### config.mk
export PLATFORM = sky130hd
export DESIGN_NAME = fifo_rd_stream
export DESIGN_NICKNAME = d
export VERILOG_FILES = /design/src/rtl/fifo_rd_stream.sv
export SDC_FILE = /design/constraint.sdc
export NUM_CORES = 1
export LEC_CHECK = 0
export CAP_MARGIN = 15
export CORE_UTILIZATION = 25
export DETAILED_ROUTE_END_ITERATION = 10
export PLACE_DENSITY_LB_ADDON = 0.12
export REMOVE_ABC_BUFFERS = 1
export SYNTH_ARGS = -nofsm -noshare
export SYNTH_HDL_FRONTEND = slang
export SYNTH_SLANG_ARGS = --single-unit
### constraint.sdc
create_clock -name rclk -period 4.8 [get_ports rclk]
set_clock_uncertainty 0.15 [all_clocks]
set_input_delay 0.96 -clock rclk [delete_from_list [all_inputs] [get_ports rclk]]
set_output_delay 0.96 -clock rclk [all_outputs]
set_load 0.005 [all_outputs]
### src/rtl/fifo_rd_stream.sv
// Read-side drain for the async FIFO: pops words in the read clock domain and
// presents them on a valid/ready stream through a 2-entry elastic buffer.
module fifo_rd_stream #(
    parameter int DSIZE = 8
) (
    input  logic             rclk,
    input  logic             rrst_n,
    input  logic [DSIZE-1:0] rdata,
    input  logic             rempty,
    output logic             rinc,
    input  logic             rd_en,
    output logic [DSIZE-1:0] m_data,
    output logic             m_valid,
    input  logic             m_ready,
    output logic [1:0]       occ,
    output logic [15:0]      rd_cnt
);

    // Encoding doubles as the occupancy count, so occ is the state itself.
    typedef enum logic [1:0] {
        S_EMPTY = 2'd0,
        S_ONE   = 2'd1,
        S_TWO   = 2'd2
    } state_e;

    state_e           state_q;
    logic [DSIZE-1:0] head_q;
    logic [DSIZE-1:0] tail_q;
    logic [15:0]      rd_cnt_q;
    logic [15:0]      rd_cnt_d;
    logic             push;
    logic             pop;

    // Stream handshake: a word transfers on every rclk edge where m_valid and
    // m_ready are both high; m_valid never depends on m_ready, and m_data and
    // m_valid hold steady while m_valid=1 and m_ready=0.
    // The pop strobe only looks at our own state, never at m_ready.
    assign rinc     = rrst_n & rd_en & ~rempty & (state_q != S_TWO);
    assign push     = rinc;
    assign pop      = m_valid & m_ready;
    assign rd_cnt_d = rd_cnt_q + 16'd1;

    assign m_valid = (state_q != S_EMPTY);
    assign m_data  = head_q;
    assign occ     = state_q;
    assign rd_cnt  = rd_cnt_q;

    always_ff @(posedge rclk or negedge rrst_n) begin
        if (!rrst_n) begin
            state_q  <= S_EMPTY;
            head_q   <= '0;
            tail_q   <= '0;
            rd_cnt_q <= '0;
        end else begin
            if (pop) begin
                rd_cnt_q <= rd_cnt_d;
            end
            case (state_q)
                S_EMPTY: begin
                    if (push) begin
                        head_q  <= rdata;
                        state_q <= S_ONE;
                    end
                end
                S_ONE: begin
                    if (push && pop) begin
                        head_q <= rdata;
                    end else if (push) begin
                        tail_q  <= rdata;
                        state_q <= S_TWO;
                    end else if (pop) begin
                        state_q <= S_EMPTY;
                    end
                end
                S_TWO: begin
                    if (pop) begin
                        head_q  <= tail_q;
                        state_q <= S_ONE;
                    end
                end
                default: state_q <= S_EMPTY;
            endcase
        end
    end

endmodule

=== Word-level counts from Yosys, hierarchy flattened ===
Cells that the tools add are included.

* Flip-flop bits (word level): 34
* Logic and storage cells: 36
* Input port bits: 13

* Equality and inequality tests: 8
* Multiplexer cells: 10
* Bitwise logic cells: 6
* Add/subtract/negate cells: 1
* Reductions and logical operators: 7

{| class="wikitable"
|+ Operator list
! kind !! number
|-
| $mux 8 || 3
|-
| $pmux 8 s3 || 1
|-
| $add 16x1->16 const B || 1
|-
| $mux 2 || 5
|-
| $ne 2x2->1 const B || 5
|-
| $reduce_and 4->1 || 2
|-
| $pmux 2 s3 || 1
|-
| $and 1x1->1 || 4
|-
| $ne 3x3->1 const B || 1
|-
| $reduce_and 3->1 || 1
|-
| $reduce_bool 3->1 || 1
|-
| $eq 2x1->1 const B || 1
|-
| $eq 2x2->1 const B || 1
|-
| $logic_not 2->1 || 1
|-
| $not 1->1 || 2
|-
| $reduce_bool 2->1 || 1
|-
| $logic_and 1x1->1 || 1
|}

=== Logic depth before layout (Yosys ltp) ===
Gate-level depths: netlist of run 1.

* Depth in word-level cells: 6
* Gate-level depth with buffers: 6
* Mapped depth without buffers: 4

=== Least setup slack after synthesis of run 1 ===
OpenSTA, ideal clock, no wires.

* Path kind: in2out
* Start: in rempty
* End: out rinc
* Buffers on the path: 0
* Data arrival time: 1.235 ns
* Stages on the path: 2
* Path slack: 2.455 ns
* Path through: nand3b_4 > nor2_1

* Word-level cells in the longest chain between the ends: 3

{| class="wikitable"
|+ RTL lines
! what !! RTL line !! RTL
|-
| start, declared || 9 || <nowiki>input logic rempty,</nowiki>
|-
| $not 1->1 || 38 || <nowiki>assign rinc = rrst_n & rd_en & ~rempty & (state_q != S_TWO);</nowiki>
|-
| $and 1x1->1 (2 in a row) || 38 ||
|-
| end, declared || 10 || <nowiki>output logic rinc,</nowiki>
|}

Every way passes these cells.

=== Final worst setup path of run 1 ===
* Start: in rd_en
* End: out rinc

* Word-level cells in the longest chain between the ends: 3

{| class="wikitable"
|+ RTL lines
! what !! RTL line !! RTL
|-
| start, declared || 11 || <nowiki>input logic rd_en,</nowiki>
|-
| $and 1x1->1 (3 in a row) || 38 ||
|}

Every way passes these cells.

==> results of run 1 <==
==> area by class of cell <==
type	instances	area, sq um	share of cell area
clock buffers	5	68.8	0.0320
clock inverters	3	45.0	0.0210
inverters	2	7.51	0.00349
multi-input cells	87	673	0.313
flip-flops and latches	34	851	0.396
well taps	75	93.8	0.0437
repair buffers	42	410	0.191
==> sequential cells by signal, indices dropped and copies added (netlist names) <==
| name | flops |
|---|---|
| m_data | 8 |
| occ | 2 |
| rd_cnt | 16 |
| tail_q | 8 |
==> kinds of logic after synthesis <==
group | after synthesis | share of synthesized area
AO/OA/AOI/OAI | 13 | 0.0488
AND/OR/NAND/NOR | 40 | 0.148
XOR/XNOR | 15 | 0.0839
flip-flops | 34 | 0.544
buffers and inverters | 7 | 0.0264
adder cells (fa/ha/maj) | 1 | 0.00799
multiplexers | 18 | 0.141
==> layer usage <==
layer,vias to the layer above,wire length (um),track usage
met2,37,1460,0.171
met5,-,0,0
li1,531,-,-
met1,485,1560,0.144
met4,0,59,0.0536
met3,8,202,0.0348
==> how the worst max path moves through the flow <==
stage                     slack [ps]    to    from  cells past startpoint
after floorplan                 2420  rinc  occ[1]                      2
after global placement          1520  rinc   rd_en                      4
after detailed placement        1510  rinc   rd_en                      4
after CTS                       1510  rinc   rd_en                      4
after global routing            1470  rinc   rd_en                      4
final                           1520  rinc   rd_en                      4
==> report_power, final <==
part | internal [uW] | leakage, uW | total, uW | switching (uW)
combinational | 138 | 0.000473 | 206 | 68.2
clock | 154 | 0.0000504 | 263 | 109
sequential | 346 | 0.000428 | 395 | 49.2
==> worst max-delay path, delay by kind of cell <==
family | cells | cell delay [ps]
buf+inv | 2 | 1000
simple gates | 2 | 210
==> synthesized netlist by cell type, types with 2 or more instances <==
master	count
mux2_4	8
dfrtp_1	34
nor3_1	3
nand4_1	4
xnor2_1	8
nand2_1	6
mux2i_1	9
nor2_1	13
buf_2	3
inv_1	2
xor2_1	7
nand3_1	2
and3_1	3
a21oi_1	9
==> layout by cell type (no fill, tap or decap), types with 2 or more instances in the layout <==
master / n
a21oi_1: 9
and3_1: 3
buf_4: 2
clkbuf_8: 5
clkdlybuf4s50_1: 39
clkinvlp_4: 2
dfrtp_1: 34
inv_1: 2
mux2_4: 8
mux2i_1: 9
nand2_1: 6
nand3_1: 2
nand4_1: 4
nor2_1: 13
nor3_1: 3
xnor2_1: 8
xor2_1: 7
==> per-stage QoR <==
stage               std cells  power, uW  setup WS, ps
floorplan                 123        485          2420
global placement          240        603          1520
detailed placement        240        609          1510
CTS                       248        883          1510
global route              248        924          1470
finish                    248        864          1520
==> impl_metrics.yaml, run 1 <==
timing:
  worstMarginPinSlew_ps: 1080
  tns_ps: 0
  setup_viol: 0
  hold_viol: 0
  slew_headroom: 0.278
  rsz0062_at_grt: "false"
  fmaxAchievable_mhz: 305
  worst_hold_slack_ps: 319
  period_share: 0.683
  period_needed_ps: 3280
  maxSlewViolCount: 0
cells_and_area:
  final_area_sq_um: 2150
  insertedDiodeCount: 0
  nNetsFinal: 186
  fillers: 593
  drive_above_1_share: 0.150
  syn2layout_area_growth_pct: 37.3
  final_util: 0.359
critical_path:
  path_max_fanout: 5
  crit_chain: "clkdlybuf4s50_1 -> nand3b_4 -> nor2_1 -> clkdlybuf4s50_1"
  cp-end-kind: "output pin"
  cp_common_cell: "clkdlybuf4s50_1"
  rr_endpoint: "m_data[5]"
  crit_type: "in2out"
  reg2reg_depth: 4
  r2r_slack_ps: 2860
  cp_data_required_time_ps: 3690
  crit_path_start_kind: "primary input"
  critical_path.max_stage_delay_ps: 500
  r2r-start: "occ[0]"
  cp_slowest_cell: "clkdlybuf4s50_1"
  cp.arrival_ps: 2170
synth:
  yosysTopAreaCellShare: 0.544
  seq_area_frac_synth: 0.544
  synth_edf_count: 0
  syn_area_per_cell_sq_um: 12.2
  synthTopCellsByArea: "dfrtp_1 (54%), mux2_4 (7.7%), mux2i_1 (5.8%)"
  synth_cell_type_count: 31
  ys_seq_elements: 34
  yosysTopAreaCell: "dfrtp_1"
  ys_warn_count: 0
  syn_area_sq_um: 1570
  syn_inst: 128
  ys.flop_type: "dfrtp_1"
  async_flop_share: 1.00
pwr:
  peakVddDrop_mv: 0.233
  power_leakage_uw: 0.000952
  power.density_nw_per_um2: 402
clock_tree:
  cts_hold_buf: 0
  cts.sinks: 34
  cts_resized: 0
  cts_made_buffers: 5
  cts_buffer_depth: 2
  post-cts-setup-buffers: 0
  htree_levels: 2
  clkTransAtPathRegs_ps: 70
  clkLatencyLatePin_ps: 290
  clockRootBuffer: "clkbuf_8"
  cts_tree: "done"
global_routing:
  grt_pass1_wl_mm: 5.50
  grt_pass1_vias: 1143
  grt_overflow: 0
  antenna_found_initial: 0
  grt.total_usage: 0.112
  grt_max_degree: 35
flow_run:
  cap_violations: 0
placement:
  io_buffers: 40
  place_congestion: 0.695
  hpwlAfterDp_mm: 2.18
  dpl_cell_area_sq_um: 2040
worst_hold_path:
  min_path_cells: 1
  hp-class: "reg2reg"
  min-delay-start: "rd_cnt[15]"
  hold_end: "rd_cnt[15]"
floorplanning:
  core_area_sq_um: 5990
  start_util: 0.261
  pin_count: 41
  die_w_um: 81.1
  die_h_um: 81.1
  rows: 28
  die_area_sq_um: 6580
route:
  routed-via-count: 1061
  wl_per_cell_um: 13.2
  ant_nets: 0
  dr.pass1.iters: 4
  drt_iter0_markers: 35
  routed_wl_mm: 3.29
  avgViaCountPerCell: 4.28
  drc: 0
outcome:
  status: "finished, final reports clean"
No activity file was read; power rests on OpenSTA's default activity.
==> run 2: changes to the inputs <==
==> constraint.sdc (replaced) <==
create_clock -name rclk -period 2.85 [get_ports rclk]
set_clock_uncertainty 0.15 [all_clocks]
set_input_delay 0.57 -clock rclk [delete_from_list [all_inputs] [get_ports rclk]]
set_output_delay 0.57 -clock rclk [all_outputs]
set_load 0.005 [all_outputs]
==> run 2 against run 1 <==
Effect of this change: via count increased by 2.5%; final area increased by 0.35%; count of clock-buffer cells in the layout increased by 2; combinational power increased by 71%; die area unchanged; routed wire length decreased by 0.88%; global-route usage about the same; first-iteration DRC count decreased by 69%; critical path depth unchanged; worst hold slack got worse by 100 ps; core utilization increased by 0.13 points; largest power group unchanged.
==> impl_metrics.yaml, run 2 (same netlist as run 1, synthesis figures left out) <==
outcome:
  status: "finished, final reports clean"
cells_and_area:
  mostFrequentLayoutCells: "clkdlybuf4s50_1 (39), dfrtp_1 (34), nor2_1 (13)"
  final_common_cell: "clkdlybuf4s50_1"
  syn2layout_area_growth_pct: 37.8
  drive_above_1_share: 0.149
  insertedDiodeCount: 0
  largest_reg_flops: 16
  nNetsFinal: 188
critical_path:
  path_buf_inv: 2
  r2r_slack_ps: 960
  cp.depth: 4
  r2r-start: "occ[0]"
  cp_data_required_time_ps: 2130
  crit_chain: "clkdlybuf4s50_1 -> nand3b_4 -> nor2_1 -> clkdlybuf4s50_1"
  crit_path_start_kind: "primary input"
  cp-end-kind: "output pin"
  path_max_fanout: 5
  cp_common_cell: "clkdlybuf4s50_1"
  cp.arrival_ps: 1780
  reg2reg_depth: 3
  cp_slowest_cell: "clkdlybuf4s50_1"
  crit_type: "in2out"
  critPathTopFamily: "buffers and inverters"
  rr_endpoint: "tail_q[3]"
  critical_path.max_stage_delay_ps: 500
pwr:
  power_leakage_uw: 0.000965
  intPower_uw: 1080
  power.density_nw_per_um2: 671
  p_sw_uw: 368
  combPwrFrac: 0.244
  switching_share: 0.254
  pwr-share-seq: 0.460
  total_power_uw: 1450
  p_clk_frac: 0.296
  peakVddDrop_mv: 0.350
route:
  avgViaCountPerCell: 4.35
  wl_per_cell_um: 13.0
  drt_iter0_markers: 11
  routed-via-count: 1087
  ant_nets: 0
  routed_wl_mm: 3.26
  drc: 0
  dr.pass1.iters: 4
timing:
  tns_ps: 0
  hold_viol: 0
  period_needed_ps: 2500
  rsz0062_at_grt: "false"
  maxSlewViolCount: 0
  fin_ws_ps: 346
  worstMarginPinSlew_ps: 520
  slew_headroom: 0.653
  fmaxAchievable_mhz: 399
  period_share: 0.879
  setup_viol: 0
global_routing:
  antenna_found_initial: 0
  grt_pass1_wl_mm: 5.40
  grt_pass1_vias: 1125
  grt_overflow: 0
  grt.total_usage: 0.112
  grt_max_degree: 35
floorplanning:
  die_area_sq_um: 6580
  die_w_um: 81.1
  pin_count: 41
  rows: 28
  die_h_um: 81.1
  start_util: 0.261
  core_area_sq_um: 5990
placement:
  hpwlAfterDp_mm: 2.33
  place_worst_setup_slack_ps: 288
  place_congestion: 0.703
  io_buffers: 40
clock_tree:
  clockRootBuffer: "clkbuf_8"
  cts_resized: 0
  clkLatencyLatePin_ps: 280
  post-cts-setup-buffers: 0
  cts_buffer_depth: 2
  htree_levels: 2
  cts_hold_buf: 0
  clkTransAtPathRegs_ps: 70
  cts_tree: "done"
  cts_made_buffers: 5
  cts.sinks: 34
flow_run:
  cap_violations: 0
worst_hold_path:
  hp-class: "in2async"
run 2: power by group through the flow:
stage          registers [uW]  clock network, uW  logic [uW]
5_1_grt                   686                466         391
3_3_place_gp              671                  0         349
2_1_floorplan             665                  0         152
4_1_cts                   668                443         361
6_report                  666                429         353
3_5_place_dp              675                  0         359
run 2: through the flow:
step           hold slack (ps)  instances  utilization  instance area [sq um]
3_3_place_gp               311        242        0.342                   2050
2_1_floorplan              124        123            -                   1530
6_report                   218        250        0.360                   2160
4_1_cts                    250        250        0.360                   2160
5_1_grt                    259        250        0.360                   2160
3_5_place_dp               316        242        0.342                   2050
run 2: worst reg2reg max path, cell delays in order (launching register included):
cell     delay [ps]
dfrtp_1         440
nor2b_4         200
or3b_1          590
mux2_4          390
run 2: layout make-up:
cell class	instances	area [sq um]
Tap cell	75	93.8
Sequential cell	34	851
Timing Repair Buffer	44	425
Clock inverter	1	30.0
Multi-Input combinational cell	87	673
Inverter	2	7.51
Clock buffer	7	76.3
Fill cell	603	3830
run 2: how the worst max path moves through the flow:
stage               slack, ps        end  startpoint
floorplan                 860       rinc      occ[1]
global placement          310  tail_q[3]     m_ready
detailed placement        290  tail_q[3]     m_ready
CTS                       340       rinc       rd_en
global route              290       rinc       rd_en
finish                    350       rinc       rd_en
run 2: routing by layer:
| metal | up-vias | GRT usage | wire length [um] |
|---|---|---|---|
| li1 | 533 | - | - |
| met3 | 6 | 0.0348 | 210 |
| met4 | 0 | 0.0482 | 54 |
| met2 | 33 | 0.187 | 1530 |
| met5 | - | 0 | 0 |
| met1 | 515 | 0.133 | 1460 |
==> run 3: changes to the inputs <==
--- a/config.mk
+++ b/config.mk
@@ -6,7 +6,7 @@
 export NUM_CORES = 1
 export LEC_CHECK = 0
 export CAP_MARGIN = 15
-export CORE_UTILIZATION = 25
+export CORE_UTILIZATION = 43
 export DETAILED_ROUTE_END_ITERATION = 10
 export PLACE_DENSITY_LB_ADDON = 0.12
 export REMOVE_ABC_BUFFERS = 1
==> run 3 against run 2 <==
Effect of this change: sequential cell count unchanged; register-to-register slack about the same; sequential share of layout area increased by 1.6 points; global-route usage increased by 5.0 points; count of clock-buffer cells in the layout unchanged; worst hold slack got worse by 51 ps; combinational power decreased by 1%; setup slack got worse by 3.8 ps; via count increased by 1.9%; highest routed layer unchanged.
==> impl_metrics.yaml, run 3 (same netlist as run 1, synthesis figures left out) <==
floorplanning:
  start_util: 0.458
  pin_count: 41
  die_w_um: 62.3
  rows: 21
  die_h_um: 62.3
  die_area_sq_um: 3890
  core_area_sq_um: 3420
placement:
  place_congestion: 0.721
  io_buffers: 40
  hpwlAfterDp_mm: 2.03
  place_worst_setup_slack_ps: 295
global_routing:
  grt_pass1_vias: 1093
  grt_pass1_wl_mm: 4.88
  grt.total_usage: 0.162
  grt_max_degree: 35
  grt_overflow: 0
  antenna_found_initial: 0
critical_path:
  crit_type: "in2out"
  cp-end-kind: "output pin"
  crit_path_start_kind: "primary input"
  rr_endpoint: "tail_q[7]"
  reg2reg_depth: 3
  r2r_slack_ps: 950
  path_max_fanout: 5
  r2r-start: "occ[0]"
  cp_data_required_time_ps: 2130
  cp.arrival_ps: 1790
route:
  met1Wirelength_mm: 1.32
  avgViaCountPerCell: 5.01
  routed-via-count: 1108
  ant_nets: 0
  met3WireLength_um: 119
  drt_iter0_markers: 51
  drc: 0
  routed_wl_mm: 2.91
  top_layer: "met4"
  wl_per_cell_um: 13.2
  dr.pass1.iters: 4
  wl_met2_mm: 1.43
timing:
  worstMarginPinSlew_ps: 545
  fmaxAchievable_mhz: 399
  period_needed_ps: 2510
  setup_viol: 0
  fin_ws_ps: 342
  maxSlewViolCount: 0
  rsz0062_at_grt: "false"
  worst_hold_slack_ps: 167
  period_share: 0.880
  slew_headroom: 0.637
  hold_viol: 0
  tns_ps: 0
clock_tree:
  cts_hold_buf: 0
  clkLatencyLatePin_ps: 330
  cts_tree: "done"
  cts_buffer_depth: 2
  clkTransAtPathRegs_ps: 90
  clockRootBuffer: "clkbuf_4"
  cts_resized: 0
  cts.sinks: 34
  cts_made_buffers: 5
  htree_levels: 2
  post-cts-setup-buffers: 0
outcome:
  status: "finished, final reports clean"
cells_and_area:
  fillers: 301
  syn2layout_area_growth_pct: 32.5
  final_common_cell: "clkdlybuf4s50_1"
  mostFrequentLayoutCells: "clkdlybuf4s50_1 (39), dfrtp_1 (34), nor2_1 (13)"
  nNetsFinal: 188
  insertedDiodeCount: 0
  final_util: 0.607
  largest_reg_flops: 16
  drive_above_1_share: 0.154
worst_hold_path:
  hp-class: "in2async"
pwr:
  total_power_uw: 1280
  power.density_nw_per_um2: 617
  power_leakage_uw: 0.000947
  peakVddDrop_mv: 0.389
flow_run:
  cap_violations: 0
run 3: cell count changes in the layout (fill, tap and decap cells not counted), sizes merged:
cell,previous run,this run
bufinv,1,0
clkinv,0,1
run 3: report_power, final:
group / total (uW) / internal [uW] / switching, uW
clock: 269 / 119 / 150
sequential: 663 / 582 / 81.4
combinational: 348 / 236 / 112
total: 1280 / 937 / 344
run 3: final cells by class:
type / count / area (sq um) / share of cell area
inverters: 2 / 7.51 / 0.00362
multi-input cells: 87 / 673 / 0.324
clock inverters: 1 / 5.00 / 0.00241
flip-flops and latches: 34 / 851 / 0.410
clock buffers: 7 / 55.1 / 0.0265
well taps: 46 / 57.6 / 0.0277
repair buffers: 44 / 425 / 0.205
run 3: metrics by stage:
step / cell area [sq um] / instances
after floorplan: 1530 / 123
after global placement: 2010 / 213
after detailed placement: 2010 / 213
after CTS: 2070 / 221
after global routing: 2070 / 221
final: 2070 / 221
run 3: worst max path at each step:
stage,from,to,slack [ps],cells past startpoint
6_report,rd_en,rinc,340,4
5_1_grt,rd_en,rinc,270,4
4_1_cts,rd_en,rinc,330,4
3_5_place_dp,m_ready,tail_q[1],300,4
3_3_place_gp,m_ready,tail_q[2],310,4
2_1_floorplan,occ[1],rinc,860,2
run 3: metal layers:
layer  vias to the layer above  GRT usage
met2                        27      0.262
met3                         6     0.0460
li1                        534          -
met1                       541      0.203
met4                         0     0.0698
met5                         -          0
run 3: worst max-delay path, stage by stage:
cell,delay (ps)
clkdlybuf4s50_1,500
nand3b_4,110
nor2_1,100
clkdlybuf4s50_1,500
